==> src/rtl/board_line_fetch.sv <==
// Board line fetcher: prefetches one board row word per scan line
// during hblank and swaps it into currLine at end of line.
module board_line_fetch #(
  parameter logic [9:0] BOARD_BASE = 10'd0,
  parameter int ROW_HEIGHT = 24,
  parameter int NUM_ROWS   = 20,
  parameter int H_VISIBLE  = 640,
  parameter int H_TOTAL    = 800,
  parameter int V_TOTAL    = 525,
  parameter int TIMEOUT    = 16
) (
  input  logic        clk,
  input  logic        reset,
  input  logic [9:0]  hcount,
  input  logic [9:0]  vcount,
  output logic [9:0]  mem_addr,
  output logic        mem_ren,
  input  logic [15:0] mem_rdata,
  input  logic        mem_rvalid,
  output logic [15:0] currLine,
  output logic        fetch_err
);

  localparam int RW  = $clog2(NUM_ROWS);
  localparam int SW  = $clog2(ROW_HEIGHT);
  localparam int TW  = $clog2(TIMEOUT + 1);
  localparam int VIS = ROW_HEIGHT * NUM_ROWS;

  typedef enum logic [1:0] {IDLE, REQ, WAIT, DONE} state_t;

  state_t        state;
  logic          trig;
  logic          swap;
  logic          vis;
  logic [9:0]    nv;
  logic [RW-1:0] row_idx;
  logic [RW-1:0] row_nx;
  logic [SW-1:0] sub_line;
  logic [SW-1:0] sub_nx;
  logic [TW-1:0] tcnt;
  logic [15:0]   shadow;

  assign trig = (hcount == 10'(H_VISIBLE));
  assign swap = (hcount == 10'(H_TOTAL - 1));
  assign nv   = (vcount == 10'(V_TOTAL - 1)) ? 10'd0
                                             : vcount + 10'd1;
  assign vis  = (nv < 10'(VIS));

  // Row/sub-line counters replace a divide of nv by ROW_HEIGHT.
  always_comb begin
    row_nx = row_idx;
    sub_nx = sub_line + SW'(1);
    if (nv == 10'd0) begin
      row_nx = '0;
      sub_nx = '0;
    end else if (sub_line == SW'(ROW_HEIGHT - 1)) begin
      sub_nx = '0;
      row_nx = (row_idx == RW'(NUM_ROWS - 1)) ? '0
                                              : row_idx + RW'(1);
    end
  end

  always_ff @(posedge clk) begin
    if (reset) begin
      state     <= IDLE;
      currLine  <= '0;
      shadow    <= '0;
      fetch_err <= 1'b0;
      mem_ren   <= 1'b0;
      mem_addr  <= BOARD_BASE;
      row_idx   <= '0;
      sub_line  <= '0;
      tcnt      <= '0;
    end else begin
      mem_ren <= 1'b0;
      if (trig) begin
        row_idx  <= row_nx;
        sub_line <= sub_nx;
      end
      if (swap) begin
        state <= IDLE;
        if (state == REQ || state == WAIT) begin
          currLine  <= '0;
          fetch_err <= 1'b1;
        end else begin
          currLine <= shadow;
        end
      end else begin
        unique case (state)
          IDLE: begin
            if (trig) begin
              if (vis) begin
                state    <= REQ;
                mem_ren  <= 1'b1;
                mem_addr <= BOARD_BASE + 10'(row_nx);
              end else begin
                shadow <= '0;
              end
            end
          end
          REQ: begin
            state <= WAIT;
            tcnt  <= '0;
          end
          WAIT: begin
            if (mem_rvalid) begin
              shadow <= {6'b0, mem_rdata[9:0]};
              state  <= DONE;
            end else if (tcnt == TW'(TIMEOUT - 1)) begin
              shadow    <= '0;
              fetch_err <= 1'b1;
              state     <= DONE;
            end else begin
              tcnt <= tcnt + TW'(1);
            end
          end
          DONE: begin
            state <= DONE;
          end
        endcase
      end
    end
  end

endmodule

==> config.mk <==
export PLATFORM = sky130hd
export DESIGN_NAME = board_line_fetch
export DESIGN_NICKNAME = d
export VERILOG_FILES = /design/src/rtl/board_line_fetch.sv
export SDC_FILE = /design/constraint.sdc
export NUM_CORES = 1
export LEC_CHECK = 0
export ABC_AREA = 1
export BUFFER_PORTS_ARGS = -buffer_cell sky130_fd_sc_hd__buf_2
export CORE_MARGIN = 2
export CORE_UTILIZATION = 58
export CTS_CLUSTER_DIAMETER = 150
export DETAILED_ROUTE_END_ITERATION = 12
export PLACE_DENSITY = 0.94
export SLEW_MARGIN = 20
export SYNTH_ARGS = -nofsm -noshare
export SYNTH_HDL_FRONTEND = slang
export SYNTH_SLANG_ARGS = --single-unit
==> constraint.sdc <==
create_clock -name clk -period 5.05 [get_ports clk]
set_input_delay 0.2525 -clock clk [delete_from_list [all_inputs] [get_ports clk]]
set_output_delay 0.2525 -clock clk [all_outputs]
set_load 0.01 [all_outputs]
==> results of run 1 <==
==> critical path: stages, from the launching register on <==
cell,delay [ns]
dfxtp_1,0.39
ha_1,0.19
inv_1,0.06
nor3_1,0.14
ha_1,0.21
nand3b_1,0.16
nand2_1,0.14
a21oi_1,0.20
nand2_2,0.25
inv_2,0.26
nor2_1,0.08
nor2_2,0.10
==> cells in the final DEF, fill, tap and decap left out, types with 2 or more instances in the layout <==
cell / synthesis / final
a21oi_1: 12 / 12
buf_2: 0 / 49
clkbuf_8: 0 / 5
conb_1: 1 / 11
dfxtp_1: 44 / 44
ha_1: 10 / 10
inv_1: 56 / 56
inv_2: 2 / 2
nand2_1: 84 / 84
nand2_2: 9 / 9
nand3_1: 24 / 24
nand3_2: 3 / 3
nand3b_1: 2 / 2
nand4_1: 5 / 5
nor2_1: 73 / 73
nor2_2: 14 / 14
nor3_1: 8 / 8
o21ai_0: 24 / 24
o21bai_2: 10 / 10
or2_2: 2 / 2
xor2_1: 3 / 3
==> final timing paths <==
| path | end | slack [ns] | depth (start not counted) |
|---|---|---|---|
| max | shadow[8] | 2.82 | 11 |
| min reg2reg | currLine[0] | 0.46 | 2 |
| max reg2reg | shadow[8] | 2.82 | 11 |
| min | mem_addr[0] | 0.28 | 2 |
==> metrics by stage <==
step	cell area, µm²	worst slack [ns]	hold slack (ns)	cells
3_3_place_gp	2920	2.98	0.436	503
6_report	3040	2.82	0.280	511
2_1_floorplan	2730	3.31	0.419	419
3_5_place_dp	2920	2.90	0.441	503
5_1_grt	3040	2.62	0.306	511
4_1_cts	3040	2.85	0.273	511
==> power by group through the flow <==
stage | registers, µW | logic (µW) | clock network [µW]
floorplan | 434 | 269 | 0
global placement | 438 | 303 | 0
global route | 442 | 372 | 297
finish | 435 | 325 | 284
detailed placement | 442 | 319 | 0
CTS | 434 | 324 | 283
==> sequential cells by signal, summed over array words and instances (netlist names) <==
register / cells
currLine: 10
fetch_err: 1
mem_addr: 5
mem_ren: 1
row_idx: 5
shadow: 10
state: 2
sub_line: 5
tcnt: 5
==> per-layer routing <==
layer / wire length (µm) / part of all wire (%) / GRT usage [%]
met1: 2570 / 44 / 28.5
met2: 2850 / 49 / 40.7
met3: 332 / 5.7 / 5.28
met4: 102 / 1.7 / 10.3
met5: 0 / 0 / 0
==> area by class of cell <==
cell class,instances,area [µm²]
Clock buffer,5,68.8
Timing Repair Buffer,49,245
Inverter,58,218
Sequential cell,44,881
Tap cell,52,65.1
Multi-Input combinational cell,300,1510
Clock inverter,3,46.3
Fill cell,386,1380
==> cell families (layout without fill, tap and decap cells) <==
logic type	Yosys count	count (layout)	share of synthesized area [%]
adders and majority gates	10	10	4.66
xor gates and xnor gates	3	3	0.978
AOI/OAI and AO/OA	50	50	11.9
and+or+nand+nor	226	226	37.2
other	1	11	0.140
DFF	44	44	32.8
buffers and inverters	75	115	12.3
==> synthesized netlist by cell type (all sizes together) <==
| library cell | number |
|---|---|
| nand2 | 93 |
| nor2 | 87 |
| inv | 58 |
| dfxtp | 44 |
| nand3 | 27 |
| o21ai | 25 |
| a21oi | 12 |
| buf | 12 |
| o21bai | 11 |
| ha | 10 |
| nor3 | 8 |
| nand4 | 6 |
| clkbuf | 5 |
| xor2 | 3 |
| nand3b | 2 |
| or2 | 2 |
| a211oi | 1 |
| a21boi | 1 |
| and3 | 1 |
| conb | 1 |
==> impl_metrics.yaml, run 1 <==
worst_setup_path:
  worstPathArrival_ns: 2.49
  crit_fanout: 11
  startpoint_type: "flip-flop"
  worstReg2RegStart: "tcnt[0]"
  crit_type: "reg2reg"
  cp-startpoint: "tcnt[0]"
  cp.required_ns: 5.31
  end_kind: "flip-flop"
detailed_routing:
  drc: 0
  vias: 2623
  first_iter_violations: 115
  avgRoutedWirePerCell_um: 11.5
  drt_pre_antenna_iters: 5
  totalWireLength_um: 5860
  drtAntennaViolNets: 0
  via_per_inst: 5.13
clock_network:
  cts_tree: "built"
  post_cts_buffers: 0
  htree_levels: 2
  cts.sinks: 44
  clkTransAtPathRegs_ns: 0.09
  clock_path_buffers: 2
  numCtsBuffers: 5
  cts_root_buf: "clkbuf_8"
  cts_hold_buffers: 0
  insertion_delay_ns: 0.31
  cts_resized: 0
min_path:
  min_from: "reset"
  min_path_type: "in2reg"
timing:
  relSlewSlack_pct: 45.9
  fin_crit_ns: 2.23
  final_hold_viol_count: 0
  finalMaxSlewViolations: 0
  finalSetupViolCount: 0
  tightest_slew_ns: 0.808
  tns_ns: 0
  clock.fmax_mhz: 449
  fin_crit_sh_pct: 44.1
  grt_setup_unrepaired: "false"
  skew_ns: 0.00588
pwr:
  p_int_uw: 665
  p_sw_share_pct: 36.3
  power_uw: 1040
  clockPowerShare_pct: 27.2
  p_switching_uw: 379
  seq_power_share_pct: 41.7
  p_leak_uw: 0.00151
  max-vdd-ir-drop_mv: 0.260
  comb_power_share_pct: 31.1
  p_per_area_nw_per_um2: 343
layout:
  fin_util_pct: 68.8
  layout-drive-gt1-share_pct: 21.4
  nets: 507
  antenna_cells: 0
  area_growth_syn_to_layout_pct: 13.0
grt:
  grt_pass1_wl_um: 9850
  grt_start_max_net_pins: 24
  grtUsageTotal_pct: 23.7
  grt_pass1_vias: 2413
  grt_overflow: 0
  antenna_found_initial: 0
floorplan:
  io_pins: 67
  fp.dieH_um: 72.1
  die_w_um: 72.1
  die-area_um2: 5190
  initial_core_util_pct: 60.9
  rows: 24
  core_um2: 4410
synth:
  yosys_warnings: 0
  yosys.area.top_type_share_pct: 32.8
  netlist_instances: 409
  yosys.area.top_type: "dfxtp_1"
  synth-seq-cells: 44
  synth_seq_area_share_pct: 32.8
  synthTopCellsByArea: "dfxtp_1, nand2_1, nor2_1"
  syn_area_per_cell_um2: 6.57
  netlist_area_um2: 2690
  synth.distinct_cells: 28
outcome:
  status: "finished clean"
place:
  numPortBuffers: 49
  gp_congestion: 0.848
  dp_hpwl_um: 4280
run:
  maxCapViolCount: 0
Note: power is estimated with default switching activity, not from simulation.
==> run 2: changes to the inputs <==
--- a/config.mk
+++ b/config.mk
@@ -5,13 +5,13 @@
 export SDC_FILE = /design/constraint.sdc
 export NUM_CORES = 1
 export LEC_CHECK = 0
-export ABC_AREA = 1
+export ABC_AREA = 0
 export BUFFER_PORTS_ARGS = -buffer_cell sky130_fd_sc_hd__buf_2
 export CORE_MARGIN = 2
-export CORE_UTILIZATION = 58
+export CORE_UTILIZATION = 52
 export CTS_CLUSTER_DIAMETER = 150
 export DETAILED_ROUTE_END_ITERATION = 12
-export PLACE_DENSITY = 0.94
+export PLACE_DENSITY = 0.88
 export SLEW_MARGIN = 20
 export SYNTH_ARGS = -nofsm -noshare
 export SYNTH_HDL_FRONTEND = slang
==> constraint.sdc (replaced) <==
create_clock -name clk -period 2.2 [get_ports clk]
set_input_delay 0.11 -clock clk [delete_from_list [all_inputs] [get_ports clk]]
set_output_delay 0.11 -clock clk [all_outputs]
set_load 0.01 [all_outputs]
==> run 2 against run 1 <==
  * Worst hold slack lost 0.25 ns
  * Count of clock-buffer cells in the layout grew 1
  * Cell area shrank 7.6%
  * Register-to-register slack lost 2.7 ns
  * Largest cell class unchanged
==> impl_metrics.yaml, run 2 <==
outcome:
  status: "finished clean"
timing:
  final_hold_viol_count: 0
  relSlewSlack_pct: 66.5
  fin_crit_ns: 2.06
  finalSetupViolCount: 0
  fin_ws_ns: 0.135
  tightest_slew_ns: 0.502
  fin_crit_sh_pct: 93.9
  grt_setup_unrepaired: "true"
  finalMaxSlewViolations: 0
  skew_ns: 0.00275
  clock.fmax_mhz: 484
worst_setup_path:
  cp.required_ns: 2.38
  crit_type: "reg2reg"
  crit_fanout: 10
  critical_path.max_stage_delay_ns: 0.39
  end_kind: "flip-flop"
  crit_slowest_cell: "o31ai_1"
  worstPathArrival_ns: 2.25
  path_cells: "ha_1 > and3_1 > ha_1 > nor3b_4 > o31ai_1 > o31ai_4 > buf_12 > a22o_1"
  cp_common_cell: "ha_1"
  startpoint_type: "flip-flop"
detailed_routing:
  drc: 0
  drtAntennaViolNets: 0
  first_iter_violations: 111
  avgRoutedWirePerCell_um: 13.6
  totalWireLength_um: 5180
  drt_pre_antenna_iters: 4
  vias: 2216
  via_per_inst: 5.80
synth:
  netlist_instances: 273
  synth_seq_area_share_pct: 36.9
  yosys.area.top_type: "dfxtp_1"
  yosys.area.top_type_share_pct: 36.9
  synth_flop_cell: "dfxtp_1"
  synth_most_common_cell: "dfxtp_1"
  synth-seq-cells: 44
  synth_edf_count: 0
  synth.distinct_cells: 49
  syn_area_per_cell_um2: 8.74
  netlist_area_um2: 2380
  synthArstFlopShare_pct: 0
  synthTopCellsByArea: "dfxtp_1, a22o_1, ha_1"
  synthTopCellsByCount: "dfxtp_1, nand2_1, a22o_1, a21oi_1, nand3_1"
  yosys_warnings: 0
floorplan:
  die-area_um2: 5140
  fp.dieH_um: 71.7
  die_w_um: 71.7
  io_pins: 67
  initial_core_util_pct: 54.4
  core_um2: 4380
  rows: 24
clock_network:
  cts_root_buf: "clkbuf_8"
  htree_levels: 2
  insertion_delay_ns: 0.29
  cts_tree: "built"
  clkTransAtPathRegs_ns: 0.08
  cts_hold_buffers: 0
  cts.sinks: 44
  numCtsBuffers: 5
  clock_path_buffers: 2
place:
  pre_cts_slack_ns: -0.0321
  dp_cells: 375
  numPortBuffers: 49
  gp_congestion: 0.837
  dp_hpwl_um: 3900
run:
  maxCapViolCount: 0
layout:
  layout_common_cells: "buf_2, dfxtp_1, nand2_1, a22o_1"
  nets: 379
  fin_util_pct: 64.0
  fillers: 381
  multi_input_area_um2: 1380
  antenna_cells: 0
  final_common_cell: "buf_2"
  reg_top3: "currLine: 10 flops, shadow: 10 flops"
  fin_cells: 382
  seq_area_um2: 881
  layout-drive-gt1-share_pct: 23.9
  area_growth_syn_to_layout_pct: 17.7
grt:
  grt_overflow: 0
  grtUsageTotal_pct: 21.1
  grt_start_max_net_pins: 23
  grt_pass1_vias: 2064
  antenna_found_initial: 0
  grt_pass1_wl_um: 8890
pwr:
  seq_power_share_pct: 47.5
  p_int_uw: 1280
  power_uw: 1840
  p_switching_uw: 565
  max-vdd-ir-drop_mv: 0.467
  clockPowerShare_pct: 25.5
  comb_power_share_pct: 27.0
  p_sw_share_pct: 30.7
  p_leak_uw: 0.00123
  p_per_area_nw_per_um2: 656
min_path:
  min_path_type: "in2reg"
-- run 2: cell types whose count changed after synthesis, sizes merged, moves of 12 or more --
cell / previous run / this run
nor2: 87 / 13
nand2: 93 / 31
inv: 58 / 8
a22o: 0 / 20
o21ai: 25 / 6
nand3: 27 / 15
-- run 2: kinds of logic after synthesis --
kind of cell	Yosys count	share of synthesized area, %
muxes	8	3.41
other	1	0.157
adders and majority gates	10	5.25
and+or+nand+nor	109	24.9
xor gates and xnor gates	6	2.20
DFF	44	36.9
buffers and inverters	32	7.29
AOI/OAI and AO/OA	63	19.9
-- run 2: stage by stage --
stage	hold WS, ns	TNS [ns]	cell area [µm²]
2_1_floorplan	0.235	0	2430
3_3_place_gp	0.320	0	2720
3_5_place_dp	0.328	-0.200	2720
4_1_cts	0.0235	0	2800
5_1_grt	0.0196	-0.0527	2810
6_report	0.0264	0	2810
-- run 2: critical path: cells and delay by family, from the launching register on --
| kind | cells | cell delay, ns |
|---|---|---|
| simple gates | 2 | 0.25 |
| flops | 1 | 0.37 |
| fa+ha+maj | 2 | 0.41 |
| buf+inv | 1 | 0.16 |
| compound gates | 3 | 0.76 |
-- run 2: layout make-up --
type,count,share of cell area (%)
well taps,52,2.32
inverters,8,1.07
multi-input cells,207,49.3
clock buffers,6,2.59
clock inverters,1,0.178
repair buffers,64,13.2
flip-flops and latches,44,31.4
-- run 2: path summary, 6_finish.rpt --
| check | start | endpoint | slack, ns | depth (start not counted) |
|---|---|---|---|---|
| min reg2reg | mem_addr[2] | mem_addr[2] | 0.46 | 2 |
| max | tcnt[1] | shadow[1] | 0.14 | 8 |
| max reg2reg | tcnt[1] | shadow[1] | 0.14 | 8 |
| min | mem_rdata[4] | shadow[4] | 0.03 | 2 |
-- run 2: power by group through the flow --
stage | combinational, µW | clock, µW | sequential, µW
2_1_floorplan | 334 | 0 | 884
3_3_place_gp | 467 | 0 | 890
3_5_place_dp | 478 | 0 | 892
4_1_cts | 481 | 480 | 874
5_1_grt | 555 | 516 | 884
6_report | 497 | 469 | 875
-- run 2: what timing repair did --
action,in CTS,in global routing
setup endpoints to repair,0,13
endpoints found under the hold margin,0,0
gates resized for setup,0,2
setup buffers,0,0
-- run 2: routing by layer --
| metal | wire [µm] | track usage (%) | part of all wire (%) |
|---|---|---|---|
| met5 | 0 | 0 | 0 |
| met4 | 68 | 7.55 | 1.3 |
| met3 | 282 | 5.06 | 5.4 |
| met2 | 2530 | 36.0 | 49 |
| met1 | 2300 | 25.9 | 44 |
==> run 3: changes to the inputs <==
--- a/config.mk
+++ b/config.mk
@@ -12,6 +12,7 @@
 export CTS_CLUSTER_DIAMETER = 150
 export DETAILED_ROUTE_END_ITERATION = 12
 export PLACE_DENSITY = 0.88
+export RECOVER_POWER = 50
 export SLEW_MARGIN = 20
 export SYNTH_ARGS = -nofsm -noshare
 export SYNTH_HDL_FRONTEND = slang
==> run 3 against run 2 <==
  * Clock skew about the same
  * Cell area down 1.2%
  * Utilization down 0.74 points
  * Maximum frequency up 0.20%
  * Register-to-register slack is essentially flat
  * Highest routed layer unchanged
  * Sequential cell count unchanged
==> impl_metrics.yaml, run 3 (synthesized netlist as in run 2, its figures left out) <==
floorplan:
  io_pins: 67
  initial_core_util_pct: 54.4
  die-area_um2: 5140
  core_um2: 4380
  fp.dieH_um: 71.7
  die_w_um: 71.7
  rows: 24
outcome:
  status: "finished clean"
timing:
  skew_ns: 0.00228
  finalSetupViolCount: 0
  fin_ws_ns: 0.139
  finalMaxSlewViolations: 0
  fin_crit_ns: 2.06
  final_hold_viol_count: 0
  fin_crit_sh_pct: 93.7
  grt_setup_unrepaired: "true"
  clock.fmax_mhz: 485
layout:
  final_common_cell: "dfxtp_1"
  antenna_cells: 0
  layout-drive-gt1-share_pct: 18.2
  nets: 379
  area_growth_syn_to_layout_pct: 16.3
  layout_common_cells: "dfxtp_1, buf_2, nand2_1, a22o_1, clkbuf_1"
  fin_util_pct: 63.3
  reg_top3: "currLine: 10 flops, shadow: 10 flops"
grt:
  grt_pass1_vias: 2064
  antenna_found_initial: 0
  grt_overflow: 0
  grtUsageTotal_pct: 21.1
  grt_start_max_net_pins: 23
  grt_pass1_wl_um: 8890
worst_setup_path:
  crit_buf_inv: 0
  critical_path.max_stage_delay_ns: 0.34
  crit_slowest_cell: "dfxtp_1"
  critPathTopFamily: "simple AND/OR/NAND/NOR gates"
  cp.required_ns: 2.43
  path_cells: "ha_1 > and3_1 > ha_1 > nor3b_4 > a21oi_1 > nor2_1 > nand2_1 > or3_1 > a21oi_1"
  crit_fanout: 5
  end_kind: "flip-flop"
  worstPathArrival_ns: 2.29
  startpoint_type: "flip-flop"
  crit_type: "reg2reg"
place:
  gp_congestion: 0.837
  numPortBuffers: 49
  pre_cts_slack_ns: -0.0321
  dp_hpwl_um: 3900
clock_network:
  cts_resized: 0
  cts_root_buf: "clkbuf_8"
  numCtsBuffers: 5
  cts_tree: "built"
  cts.sinks: 44
  clkTransAtPathRegs_ns: 0.08
  clock_path_buffers: 2
  htree_levels: 2
  post_cts_buffers: 0
  insertion_delay_ns: 0.29
  cts_hold_buffers: 0
min_path:
  min_path_type: "in2reg"
detailed_routing:
  first_iter_violations: 139
  vias: 2229
  avgRoutedWirePerCell_um: 13.5
  via_per_inst: 5.84
  drt_pre_antenna_iters: 4
  totalWireLength_um: 5170
  drtAntennaViolNets: 0
  drc: 0
pwr:
  max-vdd-ir-drop_mv: 0.467
  p_per_area_nw_per_um2: 664
  p_leak_uw: 0.00114
run:
  maxCapViolCount: 0
==> run 3: cell count changes in the layout (fill, tap and decap cells not counted), sizes merged <==
cell	previous run	this run
clkbuf	6	24
buf	64	46
==> run 3: area by class of cell <==
class,count,area [µm²]
tap,52,65.1
sequential,44,881
inverter,8,30.0
clock buffer,6,72.6
multi-input combinational,207,1380
timing repair buffer,64,345
fill,389,1610
clock inverter,1,5.00
==> run 3: per-layer routing <==
layer	global-route usage, %	up-vias	wire length (µm)
li1	-	1101	-
met1	25.9	1043	2280
met2	36.0	75	2520
met3	5.06	10	280
met4	7.55	0	76
met5	0	-	0
==> run 3: stage by stage <==
| stage | TNS, ns | power, µW | hold slack, ns | cells | instance area [µm²] |
|---|---|---|---|---|---|
| final | 0 | 1840 | 0.0249 | 382 | 2770 |
| after global placement | 0 | 1360 | 0.320 | 375 | 2720 |
| after CTS | 0 | 1840 | 0.0235 | 382 | 2800 |
| after global routing | -0.0527 | 1950 | 0.0196 | 382 | 2770 |
| after floorplan | 0 | 1220 | 0.235 | 283 | 2430 |
| after detailed placement | -0.200 | 1370 | 0.328 | 375 | 2720 |
==> run 3: final timing paths <==
kind	start	to	slack, ns	cells past startpoint
max	tcnt[0]	tcnt[3]	0.14	9
min	mem_rdata[4]	shadow[4]	0.02	2
max reg2reg	tcnt[0]	tcnt[3]	0.14	9
min reg2reg	mem_addr[2]	mem_addr[2]	0.47	2
==> run 3: where the power goes <==
group / total, µW / switching (µW) / internal, µW
Clock: 471 / 255 / 216
Sequential: 874 / 32.5 / 842
Combinational: 496 / 279 / 217
Total: 1840 / 566 / 1270
